--- src/rtl/fft_pkg.sv ---
// Shared types, default sizing and butterfly address generation for the in-place DIT FFT.
// The scheduler, butterfly wrapper and twiddle ROM all use the same addressing function.
package fft_pkg;

    typedef enum logic [1:0] {
        IDLE  = 2'd0,
        ISSUE = 2'd1,
        DRAIN = 2'd2,
        DONE  = 2'd3
    } state_t;

    localparam int ADDR_W_MAX = 12;

    localparam int LOG2_N   = 4;
    localparam int N        = 1 << LOG2_N;
    localparam int HALF_N   = N / 2;
    localparam int RD_LAT   = 1;
    localparam int BFLY_LAT = 2;
    localparam int D        = RD_LAT + BFLY_LAT;

    typedef struct packed {
        logic [ADDR_W_MAX-1:0] addr0;
        logic [ADDR_W_MAX-1:0] addr1;
        logic [ADDR_W_MAX-1:0] tw;
    } bfly_addr_t;

    // Butterfly k of stage s: legs span apart inside groups of 2*span, twiddle W_N^(pos << (log2_n-1-s)).
    function automatic bfly_addr_t bfly_addr(input int log2_n, input int s,
                                             input logic [ADDR_W_MAX-1:0] k);
        logic [ADDR_W_MAX-1:0] span;
        logic [ADDR_W_MAX-1:0] pos;
        logic [ADDR_W_MAX-1:0] grp;
        bfly_addr_t r;
        span    = ADDR_W_MAX'(1) << s;
        pos     = k & (span - ADDR_W_MAX'(1));
        grp     = k >> s;
        r.addr0 = (grp << (s + 1)) + pos;
        r.addr1 = r.addr0 + span;
        r.tw    = pos << (log2_n - 1 - s);
        return r;
    endfunction

endpackage

--- src/rtl/fft_wr_delay_line.sv ---
// Fixed-depth shift register that turns each read issue into its write-back DEPTH cycles later.
// flush cancels everything in flight, including the entry arriving on the same edge.
module fft_wr_delay_line #(
    parameter int DEPTH = 3,
    parameter int AW    = 4
) (
    input  logic          clk,
    input  logic          rst_n,
    input  logic          flush,
    input  logic          in_valid,
    input  logic [AW-1:0] in_addr0,
    input  logic [AW-1:0] in_addr1,
    output logic          out_valid,
    output logic [AW-1:0] out_addr0,
    output logic [AW-1:0] out_addr1
);

    logic [DEPTH-1:0] v;
    logic [AW-1:0]    a0 [DEPTH];
    logic [AW-1:0]    a1 [DEPTH];

    always_ff @(posedge clk or negedge rst_n) begin
        if (!rst_n) begin
            v <= '0;
            for (int i = 0; i < DEPTH; i++) begin
                a0[i] <= '0;
                a1[i] <= '0;
            end
        end else if (flush) begin
            v <= '0;
            for (int i = 0; i < DEPTH; i++) begin
                a0[i] <= '0;
                a1[i] <= '0;
            end
        end else begin
            v[0]  <= in_valid;
            a0[0] <= in_addr0;
            a1[0] <= in_addr1;
            for (int i = 1; i < DEPTH; i++) begin
                v[i]  <= v[i-1];
                a0[i] <= a0[i-1];
                a1[i] <= a1[i-1];
            end
        end
    end

    assign out_valid = v[DEPTH-1];
    assign out_addr0 = a0[DEPTH-1];
    assign out_addr1 = a1[DEPTH-1];

endmodule

--- src/rtl/fft_bfly_scheduler.sv ---
// Drives one shared radix-2 butterfly through all stages of an in-place DIT FFT,
// draining the datapath between stages so no stage reads ahead of the previous one's writes.
module fft_bfly_scheduler
    import fft_pkg::*;
#(
    parameter int LOG2_N   = 4,
    parameter int RD_LAT   = 1,
    parameter int BFLY_LAT = 2
) (
    input  logic                      clk,
    input  logic                      rst_n,
    input  logic                      start,
    input  logic                      abort,
    output logic                      busy,
    output logic                      done,
    output logic [$clog2(LOG2_N)-1:0] stage,
    output logic                      rd_en,
    output logic [LOG2_N-1:0]         rd_addr0,
    output logic [LOG2_N-1:0]         rd_addr1,
    output logic [LOG2_N-2:0]         tw_idx,
    output logic                      wr_en,
    output logic [LOG2_N-1:0]         wr_addr0,
    output logic [LOG2_N-1:0]         wr_addr1
);

    localparam int SW   = $clog2(LOG2_N);
    localparam int HALF = 1 << (LOG2_N - 1);
    localparam int DLY  = RD_LAT + BFLY_LAT;
    localparam int CW   = $clog2(DLY + 1);

    localparam logic [LOG2_N-1:0] K_LAST = LOG2_N'(HALF - 1);
    localparam logic [SW-1:0]     S_LAST = SW'(LOG2_N - 1);

    state_t            state;
    logic [LOG2_N-1:0] k;
    logic [CW-1:0]     cnt;

    logic [SW-1:0]     s_nx;
    logic [LOG2_N-1:0] k_nx;
    bfly_addr_t        a_nx;
    logic              unused_addr_bits;

    // Address of the butterfly that will be on the read port in the cycle after this edge.
    always_comb begin
        s_nx = stage;
        k_nx = k + LOG2_N'(1);
        case (state)
            IDLE: begin
                s_nx = '0;
                k_nx = '0;
            end
            DRAIN: begin
                s_nx = stage + SW'(1);
                k_nx = '0;
            end
            default: ;
        endcase
        a_nx = bfly_addr(LOG2_N, int'(s_nx), ADDR_W_MAX'(k_nx));
    end

    assign unused_addr_bits = ^a_nx;

    always_ff @(posedge clk or negedge rst_n) begin
        if (!rst_n) begin
            state    <= IDLE;
            k        <= '0;
            stage    <= '0;
            cnt      <= '0;
            busy     <= 1'b0;
            done     <= 1'b0;
            rd_en    <= 1'b0;
            rd_addr0 <= '0;
            rd_addr1 <= '0;
            tw_idx   <= '0;
        end else begin
            done <= 1'b0;
            case (state)
                IDLE: begin
                    if (start && !abort) begin
                        state    <= ISSUE;
                        stage    <= '0;
                        k        <= '0;
                        busy     <= 1'b1;
                        rd_en    <= 1'b1;
                        rd_addr0 <= a_nx.addr0[LOG2_N-1:0];
                        rd_addr1 <= a_nx.addr1[LOG2_N-1:0];
                        tw_idx   <= a_nx.tw[LOG2_N-2:0];
                    end
                end
                ISSUE: begin
                    if (abort) begin
                        state <= IDLE;
                        busy  <= 1'b0;
                        rd_en <= 1'b0;
                    end else if (k == K_LAST) begin
                        state <= DRAIN;
                        cnt   <= CW'(DLY);
                        rd_en <= 1'b0;
                    end else begin
                        k        <= k_nx;
                        rd_en    <= 1'b1;
                        rd_addr0 <= a_nx.addr0[LOG2_N-1:0];
                        rd_addr1 <= a_nx.addr1[LOG2_N-1:0];
                        tw_idx   <= a_nx.tw[LOG2_N-2:0];
                    end
                end
                DRAIN: begin
                    if (abort) begin
                        state <= IDLE;
                        busy  <= 1'b0;
                    end else if (cnt == CW'(1)) begin
                        if (stage == S_LAST) begin
                            state <= DONE;
                            busy  <= 1'b0;
                            done  <= 1'b1;
                        end else begin
                            state    <= ISSUE;
                            stage    <= s_nx;
                            k        <= '0;
                            rd_en    <= 1'b1;
                            rd_addr0 <= a_nx.addr0[LOG2_N-1:0];
                            rd_addr1 <= a_nx.addr1[LOG2_N-1:0];
                            tw_idx   <= a_nx.tw[LOG2_N-2:0];
                        end
                    end else begin
                        cnt <= cnt - CW'(1);
                    end
                end
                DONE: begin
                    state <= IDLE;
                end
                default: state <= IDLE;
            endcase
        end
    end

    fft_wr_delay_line #(
        .DEPTH (DLY),
        .AW    (LOG2_N)
    ) u_wr_delay (
        .clk       (clk),
        .rst_n     (rst_n),
        .flush     (abort),
        .in_valid  (rd_en),
        .in_addr0  (rd_addr0),
        .in_addr1  (rd_addr1),
        .out_valid (wr_en),
        .out_addr0 (wr_addr0),
        .out_addr1 (wr_addr1)
    );

endmodule

--- config.mk ---
export PLATFORM = sky130hd
export DESIGN_NAME = fft_bfly_scheduler
export DESIGN_NICKNAME = d
export VERILOG_FILES = /design/src/rtl/fft_pkg.sv /design/src/rtl/fft_wr_delay_line.sv /design/src/rtl/fft_bfly_scheduler.sv
export SDC_FILE = /design/constraint.sdc
export NUM_CORES = 1
export LEC_CHECK = 0
export CORE_MARGIN = 4
export CORE_UTILIZATION = 51
export DETAILED_ROUTE_END_ITERATION = 8
export PLACE_DENSITY = 0.87
export SLEW_MARGIN = 20
export SYNTH_ARGS = -nofsm -noshare
export SYNTH_HDL_FRONTEND = slang
export SYNTH_HIERARCHICAL = 1
export SYNTH_SLANG_ARGS = --single-unit
--- constraint.sdc ---
create_clock -name clk -period 4.55 [get_ports clk]
set_input_delay 0.455 -clock clk [delete_from_list [all_inputs] [get_ports clk]]
set_output_delay 0.455 -clock clk [all_outputs]
set_load 0.005 [all_outputs]
==> summary.md, run 1 <==
| Metric | Value |
|---|---|
| Core region area | `4880 um^2` |
| Min Tclk post-route | `4.10 ns` |
| Skew-Pair Late Insertion Delay | `approximately 0.30 ns` |
| Post-route ant nets | `0` |
| RePlAce Congestion | `0.944` |
| Worst hold path class | `input pin to async pin` |
| Post-synth EDFFs | `0` |
| CTS sink cnt | `51` |
| Top_reg_cell synth | `dfrtp_1` |
| Bufs on Longest Clock Path | `2` |
| Ys async rst share | `1.00` |
| Final Instance Count excl. Fillers | `347` |
| WL/cell | `12.9 um` |
| CP max-delay cell | `a2111oi_0` |
| Crit Path Class | `flip-flop to flip-flop` |
| Largest net degree at the start of global routing | `52` |
| RSZ-0062 raised after global routing | `false` |
| R2R cell count | `16` |
| Initial Util | `0.543` |
| Nets | `303` |
| Clock edge transition at the registers on the reported setup and hold paths | `0.10 ns` |
| CTS root buffer | `clkbuf_8` |
| Antenna violations before repair | `0` |
| Unique masters post-synth | `47` |
| Slew Viols, Final | `0` |
| Startpoint types | `flip-flop` |
| Power per cell area | `542 nW/um^2` |
| Final setup violation count | `0` |
| Area delta synth->final | `14.9%` |
| Row count | `25` |
| Die X | `80.1 um` |
| Final Hold Viols | `0` |
| CP top delay family | `adder cells` |
| Max Clock Freq | `0.244 GHz` |
| Vias in the first global route | `1,715` |
| Cells after Synth | `around 260` |
| Vias | `1,812` |
| Pre-antenna DRT Iters | `4` |
| Maxcap violations | `0` |
| Fin crit share | `0.901` |
| Synth area leaders | `dfrtp_1, ha_1, nor2b_1` |
| Post-synthesis sequential area ratio | `0.482` |
| Slew @ Worst Pin | `0.667 ns` |
| Most frequent cells in the layout | `dfrtp_1, clkdlybuf4s50_1, nand2_1` |
| Required @ worst endpoint | `4.75 ns` |
| CTS H-tree lvls | `2` |
| Placed cell count | `339` |
| Vias/cell | `5.22` |
| Max Clock Skew | `0.00775 ns` |
| Number of stages on the worst setup path | `16` |
| Max-slew headroom | `0.554` |
| CTS tree | `built` |
| Total wire length | `4490 um` |
| Syn Nets | `279` |
| Syn_area_per_cell | `10.4 um^2` |
| Setup_tns | `0 ns` |
| Share of post-route cells with drive strength above 1 | `0.104` |
| Most common cell after layout, fill and taps aside | `dfrtp_1` |
| # resized after CTS | `0` |
| Post CTS Setup Buffer Count | `0` |
| Crit path buf inv count | `3` |
| Die ar. | `6410 um^2` |
| Static leakage | `between 0.001 and 0.0015 uW` |
| Outcome | `finished clean` |
| Die span in y | `80.1 um` |
| Iteration-0 DRC Markers | `148` |
| Cell Area, Synth | `2650 um^2` |
| Critical path capture point type | `flip-flop` |
| Crit-path cells | `inv_1 -> ha_1 -> or2_1 -> o21ai_1 -> buf_4 -> ha_1 -> a2111oi_0 -> buf_4 -> fa_1 -> ha_1 -> a21o_1 -> a21oi_1 -> xnor2_1 -> xnor2_1 -> xnor2_1 -> o21ai_1` |
| Critical Path AT | `about 4.3 ns` |
| Hold_buf cts | `0` |
| CTS buffer count | `5` |
| Peak supply drop | `232 uV` |
| Io pins | `29` |
| Final HPWL DP | `~3300 um` |
| GRT Resource Usage Total | `0.157` |
| Worst-path fanout max | `10` |
| DRC Markers | `0` |
| Gr ovfl total | `0` |
| Wire length of the first global-routing pass | `between 7000 and 8000 um` |
| Yosys top cell area share | `0.482` |
| Max incr delay on CP | `between 0.4 and 0.5 ns` |
| Ant. Diodes | `0` |
| #FFs+latches synth | `51` |
| IO Port Bufs | `28` |
| Synthesis Warnings | `6` |
| Largest area contributor in the netlist | `dfrtp_1` |
-- area by class of cell --
type / instances / area [um^2]
tap: 67 / 83.8
clock buffer: 5 / 68.8
clock inverter: 3 / 27.5
timing repair buffer: 35 / 330
sequential: 51 / 1280
fill: 408 / 1830
inverter: 14 / 52.6
multi-input combinational: 172 / 1210
-- report_power, final --
group          switching [uW]  leakage [uW]  total [uW]  internal, uW
Sequential               52.7      0.000678         589           536
Combinational             441      0.000704         794           354
Clock                     155     0.0000463         268           113
-- metrics by stage --
stage / utilization / cell area [um^2] / total power, uW / setup slack [ns] / hold WS, ns
finish: 0.624 / 3050 / 1650 / 0.451 / 0.160
global route: 0.624 / 3050 / 1790 / 0.213 / 0.197
CTS: 0.624 / 3040 / 1660 / 0.440 / 0.371
detailed placement: 0.604 / 2950 / 1390 / 0.451 / 0.448
global placement: 0.604 / 2950 / 1360 / 0.606 / 0.441
floorplan: - / 2650 / 1140 / 0.325 / 0.159
-- registers in the layout (all words and copies together) (netlist names), 3 cells and up --
signal,cells
u_wr_delay/a0,8
u_wr_delay/a1,8
k,4
rd_addr0,4
rd_addr1,4
u_wr_delay/out_addr0,4
u_wr_delay/out_addr1,4
tw_idx,3
u_wr_delay/v,3
-- metal layers --
metal	part of all wire	GRT usage	routed length [um]
met5	0	0	0
met4	0.023	0.0659	104
met3	0.052	0.0269	234
met2	0.48	0.254	2140
met1	0.45	0.209	2010
-- final timing paths --
kind                                   startpoint          endpoint  slack, ns
min in group clk                u_wr_delay/a1[10]  u_wr_delay/a1[6]       0.47
worst min register to register  u_wr_delay/a1[10]  u_wr_delay/a1[6]       0.47
worst max-delay path                     state[0]       rd_addr1[3]       0.45
worst max register to register           state[0]       rd_addr1[3]       0.45
max in group asynchronous                   rst_n              k[3]       3.99
worst min-delay path                        rst_n  u_wr_delay/a0[7]       0.16
-- synthesized netlist by cell type (2+ instances only) --
| cell type | count |
|---|---|
| mux2i_1 | 2 |
| nor3_1 | 6 |
| xnor2_1 | 3 |
| fa_1 | 2 |
| ha_1 | 18 |
| buf_2 | 2 |
| dfrtp_1 | 51 |
| o21ai_1 | 8 |
| a21oi_1 | 8 |
| nor4_1 | 2 |
| xor2_1 | 5 |
| inv_1 | 13 |
| nand2_1 | 26 |
| nand3_1 | 3 |
| o211ai_1 | 3 |
| buf_6 | 2 |
| nor2_1 | 10 |
| nor2b_1 | 25 |
| and2b_2 | 7 |
| o31ai_1 | 2 |
| mux2_1 | 3 |
| a21o_1 | 2 |
| nand2b_1 | 3 |
| clkbuf_1 | 6 |
| o21ai_0 | 13 |
| buf_4 | 8 |
| o21a_1 | 2 |
-- kinds of logic (layout without fill, tap and decap cells) --
kind of cell               Yosys count  count (layout)  share of synthesized area
AOI/OAI and AO/OA                   50              50                      0.124
DFF                                 51              51                      0.482
and+or+nand+nor                     87              87                      0.174
buffers and inverters               32              57                     0.0633
muxes                                6               6                     0.0246
xor gates and xnor gates             9               9                     0.0326
adders and majority gates           20              20                      0.100
-- worst register-to-register path, cell delays in order (launching register included) --
cell,delay (ns)
dfrtp_1,0.41
inv_1,0.09
ha_1,0.26
or2_1,0.38
o21ai_1,0.17
buf_4,0.17
ha_1,0.30
a2111oi_0,0.46
buf_4,0.20
fa_1,0.45
ha_1,0.29
a21o_1,0.15
a21oi_1,0.16
xnor2_1,0.15
xnor2_1,0.16
xnor2_1,0.14
o21ai_1,0.07
Power figures use the tool's default switching activity.
==> run 2, diff against run 1 <==
==> constraint.sdc (replaced) <==
create_clock -name clk -period 3.75 [get_ports clk]
set_input_delay 0.375 -clock clk [delete_from_list [all_inputs] [get_ports clk]]
set_output_delay 0.375 -clock clk [all_outputs]
set_load 0.005 [all_outputs]
==> summary.md, run 2 (same netlist as run 1, synthesis figures left out) <==
| Metric | Value |
|---|---|
| Outcome | `finished clean` |
| Static leakage | `0.00152 uW (+6.4%)` |
| Reg area | `1280 um^2 (unchanged)` |
| Reg-to-reg setup timing slack | `0.04 ns (-0.41 ns)` |
| Maxcap violations | `0 (unchanged)` |
| Die ar. | `6410 um^2 (unchanged)` |
| Max-slew headroom | `0.538 (-0.0164)` |
| CTS buffer count | `5 (unchanged)` |
| Top flop regs | `u_wr_delay/a0: 8 flops, u_wr_delay/a1: 8 flops` |
| Overall power | `2250 uW (+36%)` |
| Worst-path fanout max | `6 (-4)` |
| Slew @ Worst Pin | `0.692 ns (+0.0246 ns)` |
| R2R cell count | `16 (unchanged)` |
| Min Tclk post-route | `3.71 ns (-0.391 ns)` |
| Core region area | `4880 um^2 (unchanged)` |
| CP max-delay cell | `fa_1` |
| Initial Util | `0.543 (unchanged)` |
| Share of post-route cells with drive strength above 1 | `0.204 (+0.101)` |
| Ant. Diodes | `0 (unchanged)` |
| Largest net degree at the start of global routing | `52 (unchanged)` |
| RSZ-0062 raised after global routing | `true` |
| Vias | `1,918 (+5.8%)` |
| CTS tree | `built` |
| Antenna violations before repair | `0 (unchanged)` |
| WL/cell | `14.5 um (+12%)` |
| Fin crit share | `0.989 (+0.0880)` |
| Final setup violation count | `0 (unchanged)` |
| Placed cell count | `345 (+1.8%)` |
| Wire length of the first global-routing pass | `8690 um (+10%)` |
| Peak supply drop | `366 uV (+57%)` |
| Vias in the first global route | `1,890 (+10%)` |
| Hold slack | `0.0612 ns (-0.0987 ns)` |
| CTS root buffer | `clkbuf_8` |
| Slew Viols, Final | `0 (unchanged)` |
| Pre-antenna DRT Iters | `4 (unchanged)` |
| Crit Path Class | `flip-flop to flip-flop` |
| Max incr delay on CP | `0.48 ns (+0.02 ns)` |
| Skew-Pair Late Insertion Delay | `0.31 ns (about the same)` |
| Critical register-to-register path startpoint | `state[1]` |
| Area delta synth->final | `23.7%` |
| Critical path capture point type | `flip-flop` |
| Final Instance Count excl. Fillers | `361 (+4.0%)` |
| GRT Resource Usage Total | `0.173 (+0.0158)` |
| Gr ovfl total | `0 (unchanged)` |
| Io pins | `29 (unchanged)` |
| Final Hold Viols | `0 (unchanged)` |
| CP top delay family | `adder cells` |
| Bufs on Longest Clock Path | `2 (unchanged)` |
| Die span in y | `80.1 um (unchanged)` |
| Multi-input gate area | `1330 um^2 (+10%)` |
| Power per cell area | `686 nW/um^2 (+27%)` |
| Critical Path AT | `3.91 ns (-0.38 ns)` |
| Vias/cell | `5.31 (+1.7%)` |
| Max Clock Freq | `0.270 GHz (+11%)` |
| Row count | `25 (unchanged)` |
| Die X | `80.1 um (unchanged)` |
| Total wire length | `5220 um (+16%)` |
| Required @ worst endpoint | `3.95 ns (-0.80 ns)` |
| RR Endpoint | `rd_addr1[3]` |
| CTS sink cnt | `51 (unchanged)` |
| CTS H-tree lvls | `2 (unchanged)` |
| Max Clock Skew | `0.00673 ns (-0.00102 ns)` |
| Startpoint types | `flip-flop` |
| Final HPWL DP | `3520 um (+7.7%)` |
| Most frequent cells in the layout | `dfrtp_1, clkdlybuf4s50_1, nand2_1` |
| Hold_buf cts | `0 (unchanged)` |
| RePlAce Congestion | `0.862 (-8.7%)` |
| DRC Markers | `0 (unchanged)` |
| Crit path buf inv count | `2 (-1)` |
| Most common cell after layout, fill and taps aside | `dfrtp_1` |
| Nets | `317 (+4.6%)` |
| Clock edge transition at the registers on the reported setup and hold paths | `0.10 ns (about the same)` |
| Utilization after layout | `0.672 (+0.0479)` |
| Crit-path cells | `buf_6 -> ha_4 -> or2_4 -> o21ai_4 -> buf_4 -> ha_1 -> nor4_4 -> ha_2 -> fa_1 -> xor2_2 -> ha_1 -> a21oi_2 -> xnor2_2 -> xnor2_1 -> xnor2_1 -> o21ai_1` |
| Iteration-0 DRC Markers | `111 (-25%)` |
| Post-route ant nets | `0 (unchanged)` |
| IO Port Bufs | `28 (unchanged)` |
| Filler Cell Count | `372 (-8.8%)` |
| Worst hold path class | `input pin to async pin` |
-- run 2: worst max path at each step --
stage | startpoint | to | slack, ns | cells after the start
6_report | state[1] | rd_addr1[3] | 0.04 | 16
5_1_grt | state[1] | rd_addr1[3] | -0.17 | 16
4_1_cts | state[1] | rd_addr1[3] | 0.001 | 16
3_5_place_dp | state[0] | rd_addr1[3] | -0.09 | 16
3_3_place_gp | state[0] | rd_addr1[3] | 0.08 | 16
2_1_floorplan | state[0] | rd_addr1[3] | 0.02 | 17
-- run 2: area by class of cell --
cell class / instances / share of cell area
Sequential cell: 51 / 0.389
Multi-Input combinational cell: 172 / 0.406
Tap cell: 67 / 0.0256
Inverter: 14 / 0.0160
Clock buffer: 5 / 0.0210
Clock inverter: 3 / 0.00878
Timing Repair Buffer: 49 / 0.134
-- run 2: timing repair --
item	4_1_cts	5_1_grt
setup buffers	3	5
setup endpoints to repair	1	1
resized for setup	2	17
pin swaps	2	7
-- run 2: power breakdown --
part           switching [uW]  leakage [uW]  internal (uW)  total, uW
logic                     648      0.000791            564       1210
clock network             195     0.0000502            138        333
registers                54.0      0.000678            651        705
total                     897       0.00152           1350       2250
-- run 2: routing by layer --
layer | routed length (um) | GRT usage
met1 | 2210 | 0.233
met2 | 2690 | 0.281
met3 | 231 | 0.0280
met4 | 89 | 0.0659
met5 | 0 | 0
-- run 2: through the flow --
stage	setup slack, ns	TNS, ns	cell area (um^2)
finish	0.0421	0	3280
global route	-0.170	-0.170	3280
CTS	0.00128	0	3150
floorplan	0.0168	0	2680
detailed placement	-0.0924	-0.0924	3030
global placement	0.0818	0	3030
==> run 3, diff against run 2 <==
--- a/config.mk
+++ b/config.mk
@@ -8,8 +8,8 @@
 export CORE_MARGIN = 4
 export CORE_UTILIZATION = 51
 export DETAILED_ROUTE_END_ITERATION = 8
+export GPL_TIMING_DRIVEN = 0
 export PLACE_DENSITY = 0.87
-export SLEW_MARGIN = 20
 export SYNTH_ARGS = -nofsm -noshare
 export SYNTH_HDL_FRONTEND = slang
 export SYNTH_HIERARCHICAL = 1
==> summary.md, run 3 (same netlist as run 1, synthesis figures left out) <==
| Metric | Value |
|---|---|
| Outcome | `finished clean` |
| Wire length of the first global-routing pass | `9780 um (+12%)` |
| Final setup violation count | `0 (unchanged)` |
| Most frequent cells in the layout | `dfrtp_1, clkdlybuf4s50_1, nand2_1` |
| Die span in y | `80.1 um (unchanged)` |
| DRC Markers | `0 (unchanged)` |
| Core region area | `4880 um^2 (unchanged)` |
| Pre-antenna DRT Iters | `4 (unchanged)` |
| Io pins | `29 (unchanged)` |
| CTS sink cnt | `51 (unchanged)` |
| Sw Share | `0.416 (+0.0177)` |
| Slew Viols, Final | `0 (unchanged)` |
| Internal | `1340 uW (-1.1%)` |
| Max Clock Freq | `0.271 GHz (+0.30%)` |
| Bufs on Longest Clock Path | `2 (unchanged)` |
| Max incr delay on CP | `0.47 ns (about the same)` |
| WL/cell | `16.5 um (+14%)` |
| Seq pwr share | `0.310 (-0.003)` |
| Die ar. | `6410 um^2 (unchanged)` |
| Crit-path cells | `clkbuf_1 -> nand3_1 -> xor2_1 -> nand2_1 -> o21ai_2 -> nor4_4 -> ha_2 -> fa_1 -> xor2_2 -> ha_1 -> a21oi_2 -> xnor2_2 -> xnor2_2 -> xnor2_1 -> o21ai_1` |
| Final Hold Viols | `0 (unchanged)` |
| Ant. Diodes | `0 (unchanged)` |
| Initial Util | `0.543 (unchanged)` |
| Row count | `25 (unchanged)` |
| Share of post-route cells with drive strength above 1 | `0.228 (+0.0244)` |
| Fin crit share | `0.986 (-0.00299)` |
| Iteration-0 DRC Markers | `151 (+36%)` |
| Final HPWL DP | `3820 um (+8.6%)` |
| GRT Resource Usage Total | `0.199 (+0.0261)` |
| Nets | `325 (+2.5%)` |
| Switching power | `955 uW (+6.4%)` |
| Die X | `80.1 um (unchanged)` |
| RePlAce Congestion | `0.943 (+9.4%)` |
| Area delta synth->final | `27.5%` |
| CTS H-tree lvls | `2 (unchanged)` |
| CTS root buffer | `clkbuf_8` |
| Combinational share of power | `0.547 (+0.008)` |
| Slew @ Worst Pin | `0.658 ns (-0.0340 ns)` |
| Setup_tns | `0 ns (unchanged)` |
| Utilization after layout | `0.692 (+0.0203)` |
| Worst hold path class | `flip-flop to flip-flop` |
| Worst-path fanout max | `8 (+2)` |
| Overall power | `2290 uW (+1.9%)` |
| Max Clock Skew | `0.00546 ns (-0.00127 ns)` |
| RSZ-0062 raised after global routing | `true` |
| CTS tree | `built` |
| Final Instance Count excl. Fillers | `369 (+2.2%)` |
| CP max-delay cell | `xor2_1` |
| Max-slew headroom | `0.560 (+0.0227)` |
| Static leakage | `0.00155 uW (+2.3%)` |
| Top flop regs | `u_wr_delay/a0: 8 flops, u_wr_delay/a1: 8 flops` |
| Power per cell area | `679 nW/um^2 (-1.1%)` |
| Startpoint types | `flip-flop` |
| Critical path capture point type | `flip-flop` |
| CTS buffer count | `5 (unchanged)` |
| Hold slack | `0.468 ns (+0.407 ns)` |
| Gr ovfl total | `0 (unchanged)` |
| Post-route ant nets | `0 (unchanged)` |
| Vias/cell | `5.45 (+2.6%)` |
| Antenna violations before repair | `0 (unchanged)` |
| Placed cell count | `351 (+1.7%)` |
| Largest net degree at the start of global routing | `41 (-21%)` |
| Most used cell, CP | `xnor2_2` |
| Min Tclk post-route | `3.70 ns (-0.0112 ns)` |
| Most common cell after layout, fill and taps aside | `dfrtp_1` |
| Clock power frac | `0.143 (-0.005)` |
| Clock edge transition at the registers on the reported setup and hold paths | `0.10 ns (about the same)` |
| Required @ worst endpoint | `3.94 ns (about the same)` |
| Maxcap violations | `0 (unchanged)` |
| Critical Path AT | `3.88 ns (-0.03 ns)` |
| Crit Path Class | `flip-flop to flip-flop` |
| Skew-Pair Late Insertion Delay | `0.31 ns (about the same)` |
| Vias in the first global route | `2,044 (+8.1%)` |
| Vias | `2,012 (+4.9%)` |
| IO Port Bufs | `28 (unchanged)` |
| Total wire length | `6090 um (+17%)` |
| Peak supply drop | `367 uV (+0.28%)` |
-- run 3: worst max-delay path, delay by kind of cell, from the launching register on --
kind,cells,cell delay [ns]
xor gates and xnor gates,5,1.11
adders and majority gates,3,0.92
AOI/OAI and AO/OA,3,0.41
and+or+nand+nor,3,0.43
buffers and inverters,1,0.34
DFF,1,0.36
-- run 3: area by class of cell --
cell class / count / area, um^2
fillers: 371 / 1500
multi-input cells: 172 / 1370
flip-flops and latches: 51 / 1280
repair buffers: 41 / 395
plain buffers: 16 / 113
well taps: 67 / 83.8
clock buffers: 5 / 68.8
inverters: 14 / 52.6
clock inverters: 3 / 23.8
-- run 3: power by group through the flow --
stage	logic (uW)	registers, uW	clock network (uW)
2_1_floorplan	710	711	0
3_3_place_gp	965	718	0
3_5_place_dp	1010	724	0
4_1_cts	1170	710	336
5_1_grt	1360	724	362
6_report	1250	711	327
-- run 3: worst paths after layout --
kind	depth (start not counted)	endpoint	slack, ns	start
worst max register to register	15	rd_addr1[3]	0.05	k[0]
worst min-delay path	1	u_wr_delay/a0[5]	0.47	u_wr_delay/a0[9]
worst max-delay path	15	rd_addr1[3]	0.05	k[0]
worst min register to register	1	u_wr_delay/a0[5]	0.47	u_wr_delay/a0[9]
min in group asynchronous	2	u_wr_delay/a1[10]	0.48	rst_n
max in group asynchronous	3	u_wr_delay/a0[9]	2.77	rst_n
-- run 3: repair_timing --
item,in CTS,in global routing
gates resized for setup,17,16
pin swaps,9,14
setup buffers,9,2
endpoints found under the hold margin,11,0
hold buffers,1,0
setup endpoints to repair,1,1
-- run 3: per-stage QoR --
step	instance area, um^2	setup slack [ns]
final	3380	0.0533
after CTS	3300	0.00704
after global routing	3380	-0.0724
after detailed placement	3060	-0.366
after floorplan	2680	0.0168
after global placement	3050	-0.268
-- run 3: routing by layer --
layer  vias to the layer above  global-route usage  part of all wire
met4                         0              0.0845             0.038
met2                        74               0.348              0.51
met1                       977               0.242              0.41
li1                        938                   -                 -
met3                        23              0.0325             0.038
met5                         -                   0                 0
